==> config.mk <==
export PLATFORM = sky130hd
export DESIGN_NAME = fetch_exec_sequencer
export DESIGN_NICKNAME = d
export VERILOG_FILES = /design/src/rtl/seq_pkg.sv /design/src/rtl/seq_ram_mux.sv /design/src/rtl/fetch_exec_sequencer.sv
export SDC_FILE = /design/constraint.sdc
export NUM_CORES = 1
export LEC_CHECK = 0
export CORE_UTILIZATION = 45
export DETAILED_ROUTE_END_ITERATION = 7
export DONT_BUFFER_PORTS = 1
export GPL_TIMING_DRIVEN = 0
export HOLD_SLACK_MARGIN = 0.06
export SYNTH_ARGS = -nofsm -noshare
export SYNTH_HDL_FRONTEND = slang
export SYNTH_HIERARCHICAL = 1
export SYNTH_SLANG_ARGS = --single-unit
==> constraint.sdc <==
create_clock -name clock -period 2.2 [get_ports clock]
set_clock_uncertainty 0.1 [all_clocks]
set_input_delay 0.11 -clock clock [delete_from_list [all_inputs] [get_ports clock]]
set_output_delay 0.11 -clock clock [all_outputs]
set_load 0.05 [all_outputs]
==> src/rtl/seq_pkg.sv <==
// Shared types and constants for the fetch/execute sequencer of the 8-bit CPU.
package seq_pkg;

  typedef enum logic [2:0] {
    ST_IDLE = 3'd0,
    ST_LOAD = 3'd1,
    ST_F0   = 3'd2,
    ST_F1   = 3'd3,
    ST_F2   = 3'd4,
    ST_F3   = 3'd5,
    ST_EXEC = 3'd6,
    ST_HALT = 3'd7
  } state_e;

  localparam logic [2:0] CLS_NOP  = 3'b000;
  localparam logic [2:0] CLS_ALU  = 3'b001;
  localparam logic [2:0] CLS_JMP  = 3'b010;
  localparam logic [2:0] CLS_JZ   = 3'b011;
  localparam logic [2:0] CLS_HALT = 3'b111;

  localparam logic [1:0] SEL_A    = 2'b00;
  localparam logic [1:0] SEL_B    = 2'b01;
  localparam logic [1:0] SEL_C    = 2'b10;
  localparam logic [1:0] SEL_NONE = 2'b11;

  localparam int INSTR_BYTES = 3;

endpackage

==> src/rtl/seq_ram_mux.sv <==
// Combinational RAM port mux: the loader drives the RAM only while it holds the grant.
module seq_ram_mux
  import seq_pkg::*;
#(
  parameter int ADDR_W = 6,
  parameter int DATA_W = 8
) (
  input  logic              loader_sel,
  input  logic              ld_we,
  input  logic [ADDR_W-1:0] ld_addr,
  input  logic [DATA_W-1:0] ld_data,
  input  logic [ADDR_W-1:0] fetch_addr,
  output logic [ADDR_W-1:0] ram_addr,
  output logic [DATA_W-1:0] ram_wdata,
  output logic              ram_we
);

  // Select RAM port owner.
  always_comb begin
    ram_addr  = fetch_addr;
    ram_wdata = '0;
    ram_we    = 1'b0;
    if (loader_sel) begin
      ram_addr  = ld_addr;
      ram_wdata = ld_data;
      ram_we    = ld_we;
    end else begin
      ram_addr  = fetch_addr;
      ram_wdata = '0;
      ram_we    = 1'b0;
    end
  end

endmodule

==> src/rtl/fetch_exec_sequencer.sv <==
// Multi-cycle fetch/execute controller: fetches 3-byte instructions, drives datapath
// strobes and arbitrates the single-port RAM with an external program loader.
module fetch_exec_sequencer
  import seq_pkg::*;
#(
  parameter int ADDR_W   = 6,
  parameter int DATA_W   = 8,
  parameter int RESET_PC = 0,
  parameter int ZF_BIT   = 0
) (
  input  logic              clock,
  input  logic              reset,
  input  logic              start,
  input  logic              ld_req,
  output logic              ld_gnt,
  input  logic              ld_we,
  input  logic [ADDR_W-1:0] ld_addr,
  input  logic [DATA_W-1:0] ld_data,
  output logic [ADDR_W-1:0] ram_addr,
  output logic [DATA_W-1:0] ram_wdata,
  output logic              ram_we,
  input  logic [DATA_W-1:0] ram_rdata,
  input  logic [DATA_W-1:0] alu_flags,
  output logic [DATA_W-1:0] ir,
  output logic [DATA_W-1:0] op1,
  output logic [DATA_W-1:0] op2,
  output logic [DATA_W-1:0] alu_op,
  output logic              reg_load_a,
  output logic              reg_load_b,
  output logic              reg_load_c,
  output logic [ADDR_W-1:0] pc,
  output logic              busy,
  output logic              halted
);

  localparam logic [ADDR_W-1:0] RST_PC  = ADDR_W'(RESET_PC);
  localparam logic [ADDR_W-1:0] PC_STEP = ADDR_W'(INSTR_BYTES);

  state_e            state_q, state_d, ret_q, ret_d;
  logic [ADDR_W-1:0] pc_q, pc_d, fetch_addr_s;
  logic [DATA_W-1:0] ir_q, ir_d, op1_q, op1_d, op2_q, op2_d, alu_op_q, alu_op_d;
  logic              load_a_q, load_a_d, load_b_q, load_b_d, load_c_q, load_c_d;
  logic              gnt_q, gnt_d, busy_q, busy_d, halted_q, halted_d;
  logic [2:0]        cls_s;
  logic              unused_flags_s;

  assign cls_s          = ir_q[7:5];
  assign unused_flags_s = ^alu_flags;

  // Next-state, fetch address, decode and registered-output precompute.
  always_comb begin
    state_d      = state_q;
    ret_d        = ret_q;
    pc_d         = pc_q;
    ir_d         = ir_q;
    op1_d        = op1_q;
    op2_d        = op2_q;
    alu_op_d     = alu_op_q;
    load_a_d     = 1'b0;
    load_b_d     = 1'b0;
    load_c_d     = 1'b0;
    fetch_addr_s = pc_q;
    case (state_q)
      ST_IDLE, ST_HALT: begin
        if (ld_req) begin
          state_d = ST_LOAD;
          ret_d   = state_q;
        end else if (start) begin
          pc_d    = RST_PC;
          state_d = ST_F0;
        end else begin
          state_d = state_q;
        end
      end
      ST_LOAD: begin
        if (!ld_req) begin
          state_d = ret_q;
        end else begin
          state_d = ST_LOAD;
        end
      end
      ST_F0: begin
        fetch_addr_s = pc_q;
        state_d      = ST_F1;
      end
      ST_F1: begin
        fetch_addr_s = pc_q + ADDR_W'(1);
        ir_d         = ram_rdata;
        state_d      = ST_F2;
      end
      ST_F2: begin
        fetch_addr_s = pc_q + ADDR_W'(2);
        op1_d        = ram_rdata;
        state_d      = ST_F3;
      end
      ST_F3: begin
        // Strobes are registered on EXEC entry so they are high exactly during EXEC.
        op2_d   = ram_rdata;
        state_d = ST_EXEC;
        if (cls_s == CLS_ALU) begin
          alu_op_d = ir_q;
          case (ir_q[1:0])
            SEL_A:   load_a_d = 1'b1;
            SEL_B:   load_b_d = 1'b1;
            SEL_C:   load_c_d = 1'b1;
            default: load_a_d = 1'b0;
          endcase
        end else begin
          alu_op_d = alu_op_q;
        end
      end
      ST_EXEC: begin
        case (cls_s)
          CLS_JMP:  pc_d = op1_q[ADDR_W-1:0];
          CLS_JZ:   pc_d = alu_flags[ZF_BIT] ? op1_q[ADDR_W-1:0] : pc_q + PC_STEP;
          CLS_HALT: pc_d = pc_q;
          default:  pc_d = pc_q + PC_STEP;
        endcase
        state_d = (cls_s == CLS_HALT) ? ST_HALT : ST_F0;
      end
      default: state_d = ST_IDLE;
    endcase
    gnt_d    = (state_d == ST_LOAD);
    busy_d   = (state_d inside {ST_F0, ST_F1, ST_F2, ST_F3, ST_EXEC});
    halted_d = (state_d == ST_HALT);
  end

  // State and output registers.
  always_ff @(posedge clock or negedge reset) begin
    if (!reset) begin
      state_q  <= ST_IDLE;
      ret_q    <= ST_IDLE;
      pc_q     <= RST_PC;
      ir_q     <= '0;
      op1_q    <= '0;
      op2_q    <= '0;
      alu_op_q <= '0;
      load_a_q <= 1'b0;
      load_b_q <= 1'b0;
      load_c_q <= 1'b0;
      gnt_q    <= 1'b0;
      busy_q   <= 1'b0;
      halted_q <= 1'b0;
    end else begin
      state_q  <= state_d;
      ret_q    <= ret_d;
      pc_q     <= pc_d;
      ir_q     <= ir_d;
      op1_q    <= op1_d;
      op2_q    <= op2_d;
      alu_op_q <= alu_op_d;
      load_a_q <= load_a_d;
      load_b_q <= load_b_d;
      load_c_q <= load_c_d;
      gnt_q    <= gnt_d;
      busy_q   <= busy_d;
      halted_q <= halted_d;
    end
  end

  seq_ram_mux #(.ADDR_W(ADDR_W), .DATA_W(DATA_W)) u_ram_mux (
    .loader_sel (gnt_q),
    .ld_we      (ld_we),
    .ld_addr    (ld_addr),
    .ld_data    (ld_data),
    .fetch_addr (fetch_addr_s),
    .ram_addr   (ram_addr),
    .ram_wdata  (ram_wdata),
    .ram_we     (ram_we)
  );

  assign ld_gnt     = gnt_q;
  assign ir         = ir_q;
  assign op1        = op1_q;
  assign op2        = op2_q;
  assign alu_op     = alu_op_q;
  assign reg_load_a = load_a_q;
  assign reg_load_b = load_b_q;
  assign reg_load_c = load_c_q;
  assign pc         = pc_q;
  assign busy       = busy_q;
  assign halted     = halted_q;

endmodule

; ---- Word level (Yosys, flattened, before mapping)
; Index checks and enable logic that the tools add are counted.
; W data, S select, Z words.
[totals]
word_cells = 70
output_inout_bits = 59
register_bits = 50
[op_classes]
eq_ne = 23
reduce_logical = 8
add_sub_neg = 3
n_mux = 23
[ops]
columns = operator, count
row1 = $eq A3 B3 Y1 const B, 9
row2 = $mux W6, 4
row3 = $pmux W6 S2, 2
row4 = $pmux W3 S7, 1
row5 = $eq A3 B2 Y1 const B, 6
row6 = $pmux W6 S3, 1
row7 = $add A6 B2 Y6 const B, 2
row8 = $mux W3, 4
row9 = $mux W1, 10
row10 = $eq A3 B1 Y1 const B, 3
row11 = $mux W8, 1
row12 = $add A6 B1 Y6 const B, 1
row13 = $ne A2 B2 Y1 const B, 3
row14 = $reduce_bool A5 Y1, 1
row15 = $reduce_and A2 Y1, 2
row16 = $reduce_and A4 Y1, 1
row17 = $logic_not A3 Y1, 1
row18 = $eq A2 B1 Y1 const B, 1
row19 = $eq A2 B2 Y1 const B, 1
row20 = $logic_not A2 Y1, 1
row21 = $reduce_bool A2 Y1, 1
row22 = $reduce_or A2 Y1, 1

; ---- Longest topological paths before layout
[logic_depth]
depth_word = 5
ltp_mapped = 7

; ---- Cells and area by module
; Netlist, hierarchy kept.
[modules_own_cells]
columns = module, area_per_inst_um2, cells_per_inst, n_inst
row1 = fetch_exec_sequencer, 2272.2, 214, 1
row2 = seq_ram_mux, 162.7, 17, 1

; ---- Worst setup path before layout
; No wires, ideal clock.
[synth_timing]
kind = register -> output
from = register pc_q[1] (netlist: pc[1])
to = output ram_addr[2]
arrival_ns = 1.823
path_buffers = 0
setup_slack_ns = 0.167
stages_incl_launch_ff = 6
path_cell_list = dfrtp_1 inv_1 ha_1 o22ai_1 a31o_2 mux2_2
[synth_between]
elab_chain_cells = 3
[synth_lines]
columns = element, line_no
row1 = "start, declared", fetch_exec_sequencer.sv:40  ; logic [ADDR_W-1:0] pc_q, pc_d, fetch_addr_s;
row2 = "start signal, assigned", fetch_exec_sequencer.sv:147  ; pc_q <= pc_d;
row3 = $add A6 B2 Y6 or $add A6 B1 Y6 (tied branches), "fetch_exec_sequencer.sv:92, fetch_exec_sequencer.sv:87"
row4 = $pmux W6 S2 *, fetch_exec_sequencer.sv:63  ; case (state_q)
row5 = net fetch_addr_s[2], fetch_exec_sequencer.sv:40
row6 = $mux W6 *, seq_ram_mux.sv:23  ; if (loader_sel) begin
row7 = "end, declared", fetch_exec_sequencer.sv:19  ; output logic [ADDR_W-1:0] ram_addr,
; Mark *: on every way through the listed nets, which the timed path passes. The rest lies on a longest branch.

; ---- Worst setup path in the final report
; Same ends and word-level chain as after synthesis.

==> results by group <==
Run status
  • Outcome: finished clean

Setup path
  • Worst-path cell chain: inv_2, ha_1, o22ai_1, a31o_2, mux2_4
  • Worst endpoint data arrival time: 1.90 ns
  • Reg-to-reg critical path startpoint: ir[5]
  • Largest stage delay, worst path: 0.57 ns
  • CP Max Fanout: 6
  • Crit Path Class: reg -> out
  • CP Capture Type: primary output
  • Worst setup SP type: flip-flop
  • Family with the most delay on the worst path: flip-flops
  • CP required: 1.99 ns
  • Slowest CP cell: dfrtp_4
  • WP buf/inv: 1
  • CP startpoint: pc[1]

Final layout
  • Area delta synth->final: 15.78%
  • Commonest non-fill, non-tap cells in the layout: 43 x dfrtp_1, 33 x nand2_1, 19 x mux2_2
  • Inserted Diodes: 0
  • Fin cells: 319
  • Nets: 287
  • Commonest non-fill, non-tap cell in the layout: dfrtp_1
  • Sequential cell area: 0.001265 sq mm
  • Multi-input gate area: 0.001129 sq mm
  • Filler cell count: 468
  • Layout cells sized above 1: 28.51%

Detailed routing
  • Via count: 1729
  • Post-route antenna net violation count: 0
  • Via density: 5.420
  • Drt total wl: 5015 um
  • WL per Instance: 15.72 um
  • 1st-pass router iterations: 4
  • DRT iter0 DRCs: 75
  • DRC viols: 0

Die
  • Core ar.: 0.005172 sq mm
  • Die Ht: 75.56 um
  • Io pins: 94
  • Die ar.: 0.005709 sq mm
  • Row cnt: 26
  • Die Width: 75.56 um
  • Initial Util: 47.07%

Clocking
  • Clock sinks: 50
  • Num CTS Buffers: 5
  • Clock Tree Buf Depth: 2
  • Clk root buf: clkbuf_8
  • H-tree depth: 2
  • Skew-Pair Late Insertion Delay: 0.30 ns
  • Clock Pin Slew Worst Setup and Hold Paths: 0.10 ns
  • CTS tree: built

STA
  • Final WS setup: 0.09475 ns
  • Worst Tran Pin Value: 0.6513 ns
  • Final Max Tran Viols: 0
  • Share of the cycle needed by the critical path after routing: 95.69%
  • Max-slew headroom: 56.03%
  • Final Hold Fails: 0
  • Peak Freq: 475.0 MHz
  • Final worst path period need: 2.105 ns
  • # setup viols final: 0
  • RSZ-0062 raised after global routing: false

Hold path
  • HP Class: in -> reg
  • Hold Path Origin: start

Place
  • DP Wirelength: 3592 um
  • Port bufs: 0
  • Post-Place Worst Slack: -0.1713 ns
  • Placed insts: 301
  • Gpl congestion: 0.7974

Global route
  • Initial antenna violation count: 0
  • Vias in the first global route: 1590
  • First-pass GRT wire length: 7852 um
  • Grt ovf: 0
  • Gr usage total: 18.51%
  • Pin count of the biggest net entering global routing: 51

Yosys
  • Number of library cell types mapped by synthesis: 38
  • Syn_area_per_cell: 10.54 sq um
  • Async set-reset flop share out of synthesis: 100.0%
  • Synthesized Nets: 270
  • Adder-Cell Fraction of Synth Area: 2.055%
  • Synthesis warning total: 6
  • Largest family of logic cells by synthesized area: simple AND/OR/NAND/NOR gates
  • Sequential fraction of the synthesis area: 51.39%
  • Predominant post-synthesis flop cell: dfrtp_1
  • Post-Syn Area: 0.002435 sq mm
  • EDFF count, synth: 0
  • Cells after Synth: 231
  • Flops & latches, synth: 50
  • XOR/XNOR share of the synthesized area: 1.439%
  • Mux cell area share after synthesis: 13.26%
  • Synth Area in Compound Gates: 9.198%
  • Post-synthesis simple-gate area fraction: 18.45%

Job
  • Max cap viols: 0
==> flip-flops by register name, summed over array words and instances, names as in the netlist <==
name        flops
op1             8
alu_op          8
halted          1
reg_load_c      1
ld_gnt          1
ir              8
state_q         3
op2             8
reg_load_b      1
pc              6
ret_q           3
busy            1
reg_load_a      1
==> Yosys cell counts, types with 2 or more instances <==
library cell	instances	share of area, %
inv_1	9	1.4
and2_1	4	1.0
nand2_1	33	5.1
and2_2	7	2.2
nand2b_1	4	1.0
mux2_2	22	10
or3_1	2	0.51
o21ai_0	5	1.0
o31ai_1	2	0.62
a21o_1	2	0.62
clkbuf_1	7	1.1
o22ai_1	4	1.0
a31oi_1	2	0.51
dfrtp_1	50	51
ha_1	4	2.1
nor3_1	8	1.6
nor3b_1	3	0.92
buf_6	2	0.92
xnor2_1	3	1.1
nor2_1	16	2.5
nand3_1	3	0.62
nand4_1	2	0.51
mux2_4	5	3.1
a21oi_1	18	3.7
==> stage by stage <==
stage / util [%] / hold slack, ns / TNS, ns / area (sq um)
after detailed placement: 48.77 / -0.2850 / -0.5569 / 2522
after floorplan: - / -0.2856 / 0 / 2435
after CTS: 53.87 / 0.07606 / 0 / 2786
after global routing: 54.50 / 0.1399 / 0 / 2819
final: 54.50 / 0.1058 / 0 / 2819
after global placement: 48.77 / -0.2848 / -0.5638 / 2522
==> final cells by class <==
class                      instances  share of cell area, %
clock inverter                     3                 0.9321
tap                               70                  3.107
multi-input combinational        161                  40.04
clock buffer                       5                  2.441
timing repair buffer              11                  4.439
buffer                            10                  2.974
inverter                           9                  1.198
sequential                        50                  44.87
==> metal layers <==
| layer | global-route usage [%] | vias up | share of wire (%) | routed length [um] |
|---|---|---|---|---|
| li1 | - | 829 | - | - |
| met1 | 25.70 | 829 | 46 | 2314 |
| met2 | 28.57 | 67 | 46 | 2293 |
| met3 | 5.291 | 4 | 7.1 | 354 |
| met4 | 4.938 | 0 | 1.1 | 53 |
| met5 | 0 | - | 0 | 0 |
==> worst min-delay path, cell delays in order <==
cell	delay (ns)
nand2b_1	0.05
nor2_1	0.09
o32ai_1	0.12
inv_1	0.09
==> final timing paths <==
| path | to | slack, ns | depth (start not counted) |
|---|---|---|---|
| worst max register to register | pc[4] | 0.19 | 6 |
| min in group asynchronous | reg_load_b | 0.21 | 2 |
| worst max-delay path | ram_addr[2] | 0.09 | 5 |
| worst min-delay path | state_q[1] | 0.11 | 4 |
| max in group asynchronous | pc[3] | 1.53 | 2 |
| worst min register to register | ret_q[2] | 0.46 | 2 |
==> timing repair <==
item	CTS	global route
endpoints found under the hold margin	74	0
resized for setup	19	17
gates cloned	0	0
endpoints found under the setup margin	12	10
buffers inserted	0	1
pin swaps	1	4
hold buffers	10	0
==> cells by family (layout without fill, tap and decap cells) <==
kind of cell             count (synthesis)  in the layout
AO/OA/AOI/OAI                           38             38
XOR/XNOR                                 4              4
adder cells (fa/ha/maj)                  4              4
buffers and inverters                   20             38
flip-flops                              50             50
multiplexers                            27             27
AND/OR/NAND/NOR                         88             88
Power is left out: the tool's default activity adds up to more than one toggle a clock period on the data nets, which glitch-free logic cannot reach.
